<file path="config.mk">
export PLATFORM = sky130hd
export DESIGN_NAME = uart_tx_scheduler
export DESIGN_NICKNAME = d
export VERILOG_FILES = /design/src/rtl/uart_sched_pkg.sv /design/src/rtl/rr_arbiter.sv /design/src/rtl/uart_tx_scheduler.sv
export SDC_FILE = /design/constraint.sdc
export NUM_CORES = 1
export LEC_CHECK = 0
export CORE_UTILIZATION = 40
export DETAILED_ROUTE_END_ITERATION = 8
export GPL_TIMING_DRIVEN = 0
export PLACE_DENSITY = 0.75
export SLEW_MARGIN = 25
export SYNTH_ARGS = -nofsm -noshare
export SYNTH_HDL_FRONTEND = slang
export SYNTH_HIERARCHICAL = 1
export SYNTH_SLANG_ARGS = --single-unit
</file>
<file path="constraint.sdc">
create_clock -name baud_clk_w -period 3.2 [get_ports baud_clk_w]
set_input_delay 0.8 -clock baud_clk_w [delete_from_list [all_inputs] [get_ports baud_clk_w]]
set_output_delay 0.8 -clock baud_clk_w [all_outputs]
set_load 0.01 [all_outputs]
</file>
<file path="src/rtl/uart_sched_pkg.sv">
// Shared types for the UART transmit scheduler: FSM state encoding and watchdog sizing.
package uart_sched_pkg;

    typedef enum logic [2:0] {
        S_IDLE        = 3'd0,
        S_LAUNCH      = 3'd1,
        S_WAIT_ACTIVE = 3'd2,
        S_WAIT_DONE   = 3'd3,
        S_RELEASE     = 3'd4
    } sched_state_t;

    // One spare bit lets the counter reach START_TIMEOUT-1 without ever wrapping.
    function automatic int wd_cnt_width(input int timeout);
        return $clog2(timeout) + 1;
    endfunction

    localparam int START_TIMEOUT_DEF = 16;
    localparam int WD_CNT_W          = wd_cnt_width(START_TIMEOUT_DEF);

endpackage

</file>
<file path="src/rtl/rr_arbiter.sv">
// Round-robin pick: first eligible index above last_grant, with wrap.
// Purely combinational, zero latency; no backpressure of its own.
module rr_arbiter #(
    parameter int  NUM_REQ = 4,
    localparam int IDX_W   = $clog2(NUM_REQ)
) (
    input  logic [NUM_REQ-1:0] eligible,
    input  logic [IDX_W-1:0]   last_grant,
    output logic               any_eligible,
    output logic [IDX_W-1:0]   grant_idx
);

    always_comb begin
        int idx;
        idx          = 0;
        any_eligible = 1'b0;
        grant_idx    = '0;
        // Scan farthest offset first so the nearest eligible one is assigned last and wins.
        for (int k = NUM_REQ; k >= 1; k--) begin
            idx = int'(last_grant) + k;
            if (idx >= NUM_REQ) begin
                idx = idx - NUM_REQ;
            end
            if (eligible[idx]) begin
                any_eligible = 1'b1;
                grant_idx    = IDX_W'(idx);
            end
        end
    end

endmodule

</file>
<file path="src/rtl/uart_tx_scheduler.sv">
// Shares one UART transmitter among NUM_REQ byte sources, round-robin; tx_send 1 cycle after valid seen in IDLE.
// Backpressure: req_ready only pulses in LAUNCH; sources hold valid/data until then; the channel is busy until done or start timeout.
module uart_tx_scheduler
    import uart_sched_pkg::*;
#(
    parameter int  NUM_REQ       = 4,
    parameter int  DATA_W        = 8,
    parameter int  START_TIMEOUT = 16,
    localparam int ID_W          = $clog2(NUM_REQ)
) (
    input  logic                        baud_clk_w,
    input  logic                        reset_n,
    input  logic [NUM_REQ-1:0]          req_valid,
    input  logic [NUM_REQ*DATA_W-1:0]   req_data,
    input  logic [NUM_REQ-1:0]          req_enable,
    output logic [NUM_REQ-1:0]          req_ready,
    input  logic                        tx_active_flag,
    input  logic                        tx_done_flag,
    output logic                        tx_send,
    output logic [DATA_W-1:0]           tx_data,
    output logic [ID_W-1:0]             grant_id,
    output logic                        busy,
    output logic                        tx_complete,
    output logic                        timeout_err
);

    localparam int CNT_W = wd_cnt_width(START_TIMEOUT);

    sched_state_t     state;
    sched_state_t     state_nxt;
    logic [ID_W-1:0]  last_grant;
    logic [ID_W-1:0]  pick;
    logic             any_elig;
    logic [CNT_W-1:0] wd_cnt;
    logic             wd_expired;

    assign wd_expired = (wd_cnt >= CNT_W'(START_TIMEOUT - 1));

    rr_arbiter #(
        .NUM_REQ (NUM_REQ)
    ) u_arb (
        .eligible     (req_valid & req_enable),
        .last_grant   (last_grant),
        .any_eligible (any_elig),
        .grant_idx    (pick)
    );

    always_ff @(posedge baud_clk_w or negedge reset_n) begin
        if (!reset_n) begin
            state <= S_IDLE;
        end else begin
            state <= state_nxt;
        end
    end

    always_comb begin
        state_nxt = state;
        case (state)
            S_IDLE: begin
                if (any_elig) begin
                    state_nxt = S_LAUNCH;
                end
            end
            S_LAUNCH: begin
                state_nxt = S_WAIT_ACTIVE;
            end
            S_WAIT_ACTIVE: begin
                // A done left over from the previous frame is deliberately ignored here.
                if (tx_active_flag) begin
                    state_nxt = S_WAIT_DONE;
                end else if (wd_expired) begin
                    state_nxt = S_IDLE;
                end
            end
            S_WAIT_DONE: begin
                if (tx_done_flag && !tx_active_flag) begin
                    state_nxt = S_RELEASE;
                end
            end
            S_RELEASE: begin
                state_nxt = S_IDLE;
            end
            default: begin
                state_nxt = S_IDLE;
            end
        endcase
    end

    always_comb begin
        tx_send     = 1'b0;
        req_ready   = '0;
        busy        = (state != S_IDLE);
        tx_complete = 1'b0;
        timeout_err = 1'b0;
        case (state)
            S_LAUNCH: begin
                tx_send   = 1'b1;
                req_ready = NUM_REQ'(1) << grant_id;
            end
            S_WAIT_ACTIVE: begin
                timeout_err = !tx_active_flag && wd_expired;
            end
            S_RELEASE: begin
                tx_complete = 1'b1;
            end
            default: begin
                tx_send = 1'b0;
            end
        endcase
    end

    always_ff @(posedge baud_clk_w or negedge reset_n) begin
        if (!reset_n) begin
            tx_data    <= '0;
            grant_id   <= '0;
            last_grant <= ID_W'(NUM_REQ - 1);
            wd_cnt     <= '0;
        end else begin
            case (state)
                S_IDLE: begin
                    if (any_elig) begin
                        tx_data  <= req_data[int'(pick)*DATA_W +: DATA_W];
                        grant_id <= pick;
                    end
                end
                S_LAUNCH: begin
                    wd_cnt <= '0;
                end
                S_WAIT_ACTIVE: begin
                    if (!tx_active_flag) begin
                        if (wd_expired) begin
                            last_grant <= grant_id;
                        end else begin
                            wd_cnt <= wd_cnt + CNT_W'(1);
                        end
                    end
                end
                S_RELEASE: begin
                    last_grant <= grant_id;
                end
                default: begin
                    wd_cnt <= wd_cnt;
                end
            endcase
        end
    end

endmodule

</file>
==> impl_metrics.ini, run 1 <==
[setup_path]
critical_path.max_fanout = 6
slowest_delay_ps = 490
worstSetupEndpointType = primary output
slowest_stage = clkdlybuf4s50_1
startpoint_type = flip-flop
arrival_ps = 2240
cp_common_cell = ha_1
crit_required_ps = 2400
crit_family = buffers and inverters
crit_chain = ha_1 > and3_1 > ha_1 > nor2_1 > a21boi_4 > clkdlybuf4s50_1
critPathBufInv = 1
worst-setup-path-type = flip-flop to primary output

[placed_design]
gp_congestion = 0.7593
detailedPlace.worstSlack_ps = -63.49
io_buffers = 61
dp_cells = 222
hpwl_mm = 2.680

[power_and_ir_drop]
leakagePower_nw = 0.8186
power.total_w = 0.001387
max-vdd-ir-drop_mv = 0.4329
p_per_area_nw_per_um2 = 677.4

[sta]
maxSlewHeadroom_pct = 63.78
clock_skew_ps = 6.878
fin_ws_ps = 163.5
fin_crit_ps = 3036
maxSlewViolCount = 0
timing.final.crit_share_pct = 94.89
tns_ps = 0
worst_pin_slew_ps = 543.3
finalSetupViolCount = 0
fmax_ghz = 0.3293
rsz0062_at_grt = false
timing_hold_violations_final = 0

[synth]
synth_top_family_by_area = multiplexers
syn-num-nets = 163
synth_edf_count = 0
yosysSeqAreaShare_pct = 37.33
syn_inst = 117
synthSimpleGateAreaFrac_pct = 20.43
synthesis.area_um2 = 1348
synthFlopType = dfrtp_1
synth_compound_area_share_pct = 9.564
synthAdderAreaFrac_pct = 1.857
synth_top_area_cell = dfrtp_1
ys_warn_count = 6
netlist_top_cells_area = dfrtp_1 (33%), mux4_2 (13%), mux2_2 (8.4%)
synth.ff_latch_count = 20
async_reset_ff_share_pct = 100.0
synth_cell_type_count = 44
netlist.area_leader.share_pct = 33.43
syn_area_per_cell_um2 = 11.52
synth-xor-area-share_pct = 0
synth_mux_area_share_pct = 23.96

[floorplan]
ios = 62
die_w_um = 60.04
dieArea_um2 = 3605
die_h_um = 60.04
core_um2 = 3128
row_count = 20
initial_utilization_pct = 43.08

[drt]
vias_per_cell = 5.278
drt_iter0_drc = 27
drt-wirelength-per-cell_um = 14.88
vias = 1198
drt_wl_total_mm = 3.377
dr.pass1.iters = 4
drc = 0
ant_nets = 0

[cells_and_area]
fin_nets = 230
stdcell_count = 227
fillerInstances = 256
syn_to_final_growth_pct = 52.00
drive_gt1_share_pct = 22.40
fin_util_pct = 65.48
n_antenna_cell = 0

[global_route]
grt_max_degree = 21
first_global_vias = 1188
overflow = 0
antenna_found_initial = 0
grt_pass1_wl_mm = 5.292
grt_usage_pct = 19.97

[min_path]
hp-class = input port to async pin

[run]
cap_violations = 0

[clock_tree]
clock_sinks = 20
cts_buffers = 3
cts_root_buf = clkbuf_4
insertion_delay_ps = 310
clk_path_buf_depth = 2
path_clk_slew_ps = 120
cts_tree = built
ctsHtreeMaxLevel = 1

[run_status]
outcome = finished, final reports clean
[per-stage QoR]
stage                     hold WS [ps]  cell area [um2]
after floorplan                  476.8             1348
after global placement           491.3             2013
after detailed placement         496.0             2013
after CTS                        525.1             2053
after global routing             439.1             2048
final                            424.2             2048
[power by group]
part	switching, W	internal [W]	total, W
logic	0.000318	0.000463	0.000781
registers	0.0000987	0.000377	0.000475
clock network	0.0000822	0.0000487	0.000131
total	0.000499	0.000889	0.00139
[sequential cells by signal, summed over array words and instances, names as in the netlist]
signal	cells
tx_data	8
wd_cnt	5
state	3
grant_id	2
last_grant	2
[routing by layer]
metal | vias to the layer above | global-route usage (%) | share of wire [%]
met5 | - | 0 | 0
met4 | 0 | 11.30 | 1.9
met3 | 5 | 2.165 | 3.5
met2 | 28 | 32.06 | 53
met1 | 594 | 26.13 | 41
li1 | 571 | - | -
[cell usage in the layout, fill, tap and decap left out, drive strengths merged, types with 3 or more instances in the layout]
master	n
dfrtp	18
nor2	8
a21oi	4
buf	9
nand2	9
inv	5
or3b	3
mux4	8
nand2b	4
clkbuf	4
and2	4
mux2i	3
mux2	10
clkdlybuf4s50	59
[cells in the mapped netlist, types with 2 or more instances]
master and number:
nand2b_1 4, o21ai_0 2, a21oi_1 3, buf_4 2, mux2_2 10, o311ai_0 2, and3_1 2, nand2_1 9
dfrtp_1 18, mux2i_1 3, nor3_1 2, mux4_2 8, or3b_2 2, and2_1 4, dfstp_2 2, inv_1 4
o211ai_1 2, ha_1 2, nor2_1 7, o22ai_1 2, nand3_1 2, buf_6 3
[worst register-to-register path, cell delays in order, from the launching register on]
cell,delay [ps]
dfstp_2,610
nand2b_1,140
a21oi_2,60
o221ai_2,170
buf_6,200
mux4_2,520
mux2_2,280
[kinds of logic (layout without fill, tap and decap cells)]
| logic type | after synthesis | in the layout |
|---|---|---|
| simple gates | 44 | 44 |
| buf+inv | 13 | 79 |
| fa+ha+maj | 2 | 2 |
| compound gates | 17 | 17 |
| mux | 21 | 21 |
| flops | 20 | 20 |
[final cells by class]
class | count | area, um2 | area share [%]
tap | 44 | 55.05 | 2.688
buffer | 7 | 57.56 | 2.810
multi-input combinational | 84 | 759.5 | 37.08
sequential | 20 | 503.0 | 24.56
clock buffer | 4 | 26.28 | 1.283
inverter | 6 | 35.03 | 1.710
timing repair buffer | 62 | 611.8 | 29.87
[worst paths after layout]
path                                      startpoint                   endpoint  slack, ps  cells after the start
max reg2reg                last_grant[1]$_DFFE_PN1P_     tx_data[6]$_DFFE_PN0P_       1130                      6
min                                          reset_n      wd_cnt[3]$_DFFE_PN0P_        420                      1
max in group asynchronous                    reset_n  last_grant[1]$_DFFE_PN1P_       2420                      1
min in group baud_clk_w       tx_data[3]$_DFFE_PN0P_     tx_data[3]$_DFFE_PN0P_        520                      1
max                            wd_cnt[0]$_DFFE_PN0P_                timeout_err        160                      6
min reg2reg                   tx_data[3]$_DFFE_PN0P_     tx_data[3]$_DFFE_PN0P_        520                      1
[what timing repair did]
item / 4_1_cts / 5_1_grt
setup buffers: 1 / 0
resized for setup: 2 / 0
endpoints found under the setup margin: 1 / 0
hold buffers: 0 / 0
(Power assumes the default switching activity.)
==> run 2, diff against run 1 <==
CORE_MARGIN = 3   (was not set)
CTS_CLUSTER_SIZE = 20   (was not set)
RECOVER_POWER = 50   (was not set)
==> run 2 against run 1 <==
First-iteration DRC count rose by 67%. Core utilization rose by 0.28 points. Count of clock-buffer cells in the layout stayed put. Combinational power barely moved. Setup slack worse by 26 ps. Sequential power about the same. Via count shrank 0.25%. Non-clock buffer count unchanged. Routed wire length increased by 2.1%. Sequential share of layout area down 0.10 points. Largest power group unchanged. Flip-flop and latch count did not move. Highest routed layer unchanged.
==> impl_metrics.ini, run 2 (synthesized netlist as in run 1, its figures left out) <==
[clock_tree]
cts_buffers = 3
cts_root_buf = clkbuf_4
insertion_delay_ps = 300
cts_tree = built
path_clk_slew_ps = 120
ctsHtreeMaxLevel = 1
clock_sinks = 20
clk_path_buf_depth = 2

[floorplan]
dieArea_um2 = 4101
die_h_um = 64.04
initial_utilization_pct = 43.08
core_um2 = 3128
row_count = 20
die_w_um = 64.04
ios = 62

[placed_design]
gp_congestion = 0.7369
detailedPlace.worstSlack_ps = -61.72
hpwl_mm = 2.733
io_buffers = 61
dp_cells = 222

[cells_and_area]
fin_nets = 230
syn_to_final_growth_pct = 52.65
drive_gt1_share_pct = 22.40
final_common_cell = clkdlybuf4s50_1
stdcell_count = 227
final_cell_mix = clkdlybuf4s50_1 (57), dfrtp_1 (18), mux2_2 (10), nand2_1 (9), mux4_2 (8)
largest_register_ff_count = 8
n_antenna_cell = 0
top_register = tx_data
top_regs = tx_data x8, wd_cnt x5, state x3

[power_and_ir_drop]
p_int_w = 0.0009055
power.total_w = 0.001404
power.share.combinational_pct = 55.5
p_per_area_nw_per_um2 = 682.6
max-vdd-ir-drop_mv = 0.5355
power_frac_clock_pct = 10.6
p_seq_share_pct = 33.9
power_switching_w = 0.0004986
leakagePower_nw = 0.8219
netSwitchingFraction_pct = 35.51

[sta]
rsz0062_at_grt = false
maxSlewHeadroom_pct = 27.43
finalSetupViolCount = 0
fin_ws_ps = 137.1
clock_skew_ps = 6.326
maxSlewViolCount = 0
worst_pin_slew_ps = 1089
fmax_ghz = 0.3265
whs_ps = 519.7
timing.final.crit_share_pct = 95.72
timing_hold_violations_final = 0
fin_crit_ps = 3063

[setup_path]
arrival_ps = 2260
worst-setup-path-type = flip-flop to primary output
startpoint_type = flip-flop
critical_path.max_fanout = 6
crit_required_ps = 2400
worstSetupEndpointType = primary output

[min_path]
hp-class = flip-flop to flip-flop

[global_route]
overflow = 0
grt_max_degree = 21
antenna_found_initial = 0
grt_usage_pct = 17.75
grt_pass1_wl_mm = 5.809
first_global_vias = 1237

[drt]
drc = 0
drt_wl_total_mm = 3.449
drt_iter0_drc = 45
dr.pass1.iters = 4
ant_nets = 0
vias_per_cell = 5.264
vias = 1195
drt-wirelength-per-cell_um = 15.19

[run_status]
outcome = finished, final reports clean

[run]
cap_violations = 0
==> run 2: final timing paths <==
| check | from | end | slack (ps) | cells past startpoint |
|---|---|---|---|---|
| min reg2reg | tx_data[7]$_DFFE_PN0P_ | tx_data[7]$_DFFE_PN0P_ | 520 | 1 |
| min in group asynchronous | reset_n | wd_cnt[3]$_DFFE_PN0P_ | 670 | 1 |
| max in group asynchronous | reset_n | tx_data[1]$_DFFE_PN0P_ | 1880 | 1 |
| max | wd_cnt[0]$_DFFE_PN0P_ | timeout_err | 140 | 6 |
| max reg2reg | last_grant[1]$_DFFE_PN1P_ | tx_data[0]$_DFFE_PN0P_ | 1110 | 6 |
| min | tx_data[7]$_DFFE_PN0P_ | tx_data[7]$_DFFE_PN0P_ | 520 | 1 |
==> run 2: metal layers <==
layer | GRT usage, % | wire, um | vias up
li1 | - | - | 569
met1 | 22.15 | 1382 | 589
met2 | 31.23 | 1861 | 35
met3 | 3.339 | 177 | 2
met4 | 4.582 | 28 | 0
met5 | 0 | 0 | -
==> run 2: power by group through the flow <==
stage | clock network (W) | registers [W] | logic, W
after floorplan | 0 | 0.000492 | 0.000446
after global routing | 0.000166 | 0.000498 | 0.000848
after global placement | 0 | 0.000473 | 0.000760
after detailed placement | 0 | 0.000481 | 0.000778
final | 0.000149 | 0.000476 | 0.000779
after CTS | 0.000151 | 0.000476 | 0.000792
==> run 2: area by class of cell <==
cell class	count	area [um2]
plain buffers	7	57.56
inverters	6	35.03
multi-input cells	84	759.5
repair buffers	62	610.6
clock buffers	4	36.28
fillers	273	1071
flip-flops and latches	20	503.0
well taps	44	55.05
==> run 2: stage by stage <==
step                      cell area [um2]  util [%]  setup TNS, ps
after floorplan                      1348         -              0
after global placement               2013     64.36         -43.24
after detailed placement             2013     64.36         -61.72
after CTS                            2063     65.96              0
after global routing                 2057     65.76              0
final                                2057     65.76              0
==> run 2: critical path, cell delays in order, from the launching register on <==
cell	delay, ps
dfrtp_1	460
ha_1	250
and3_1	160
ha_1	210
nor2_1	280
a21boi_4	110
clkdlybuf4s50_1	490
==> run 2: repair_timing <==
action / CTS / global route
endpoints found under the setup margin: 1 / 0
buffers inserted: 1 / 0
hold buffers: 0 / 0
resized for setup: 2 / 0
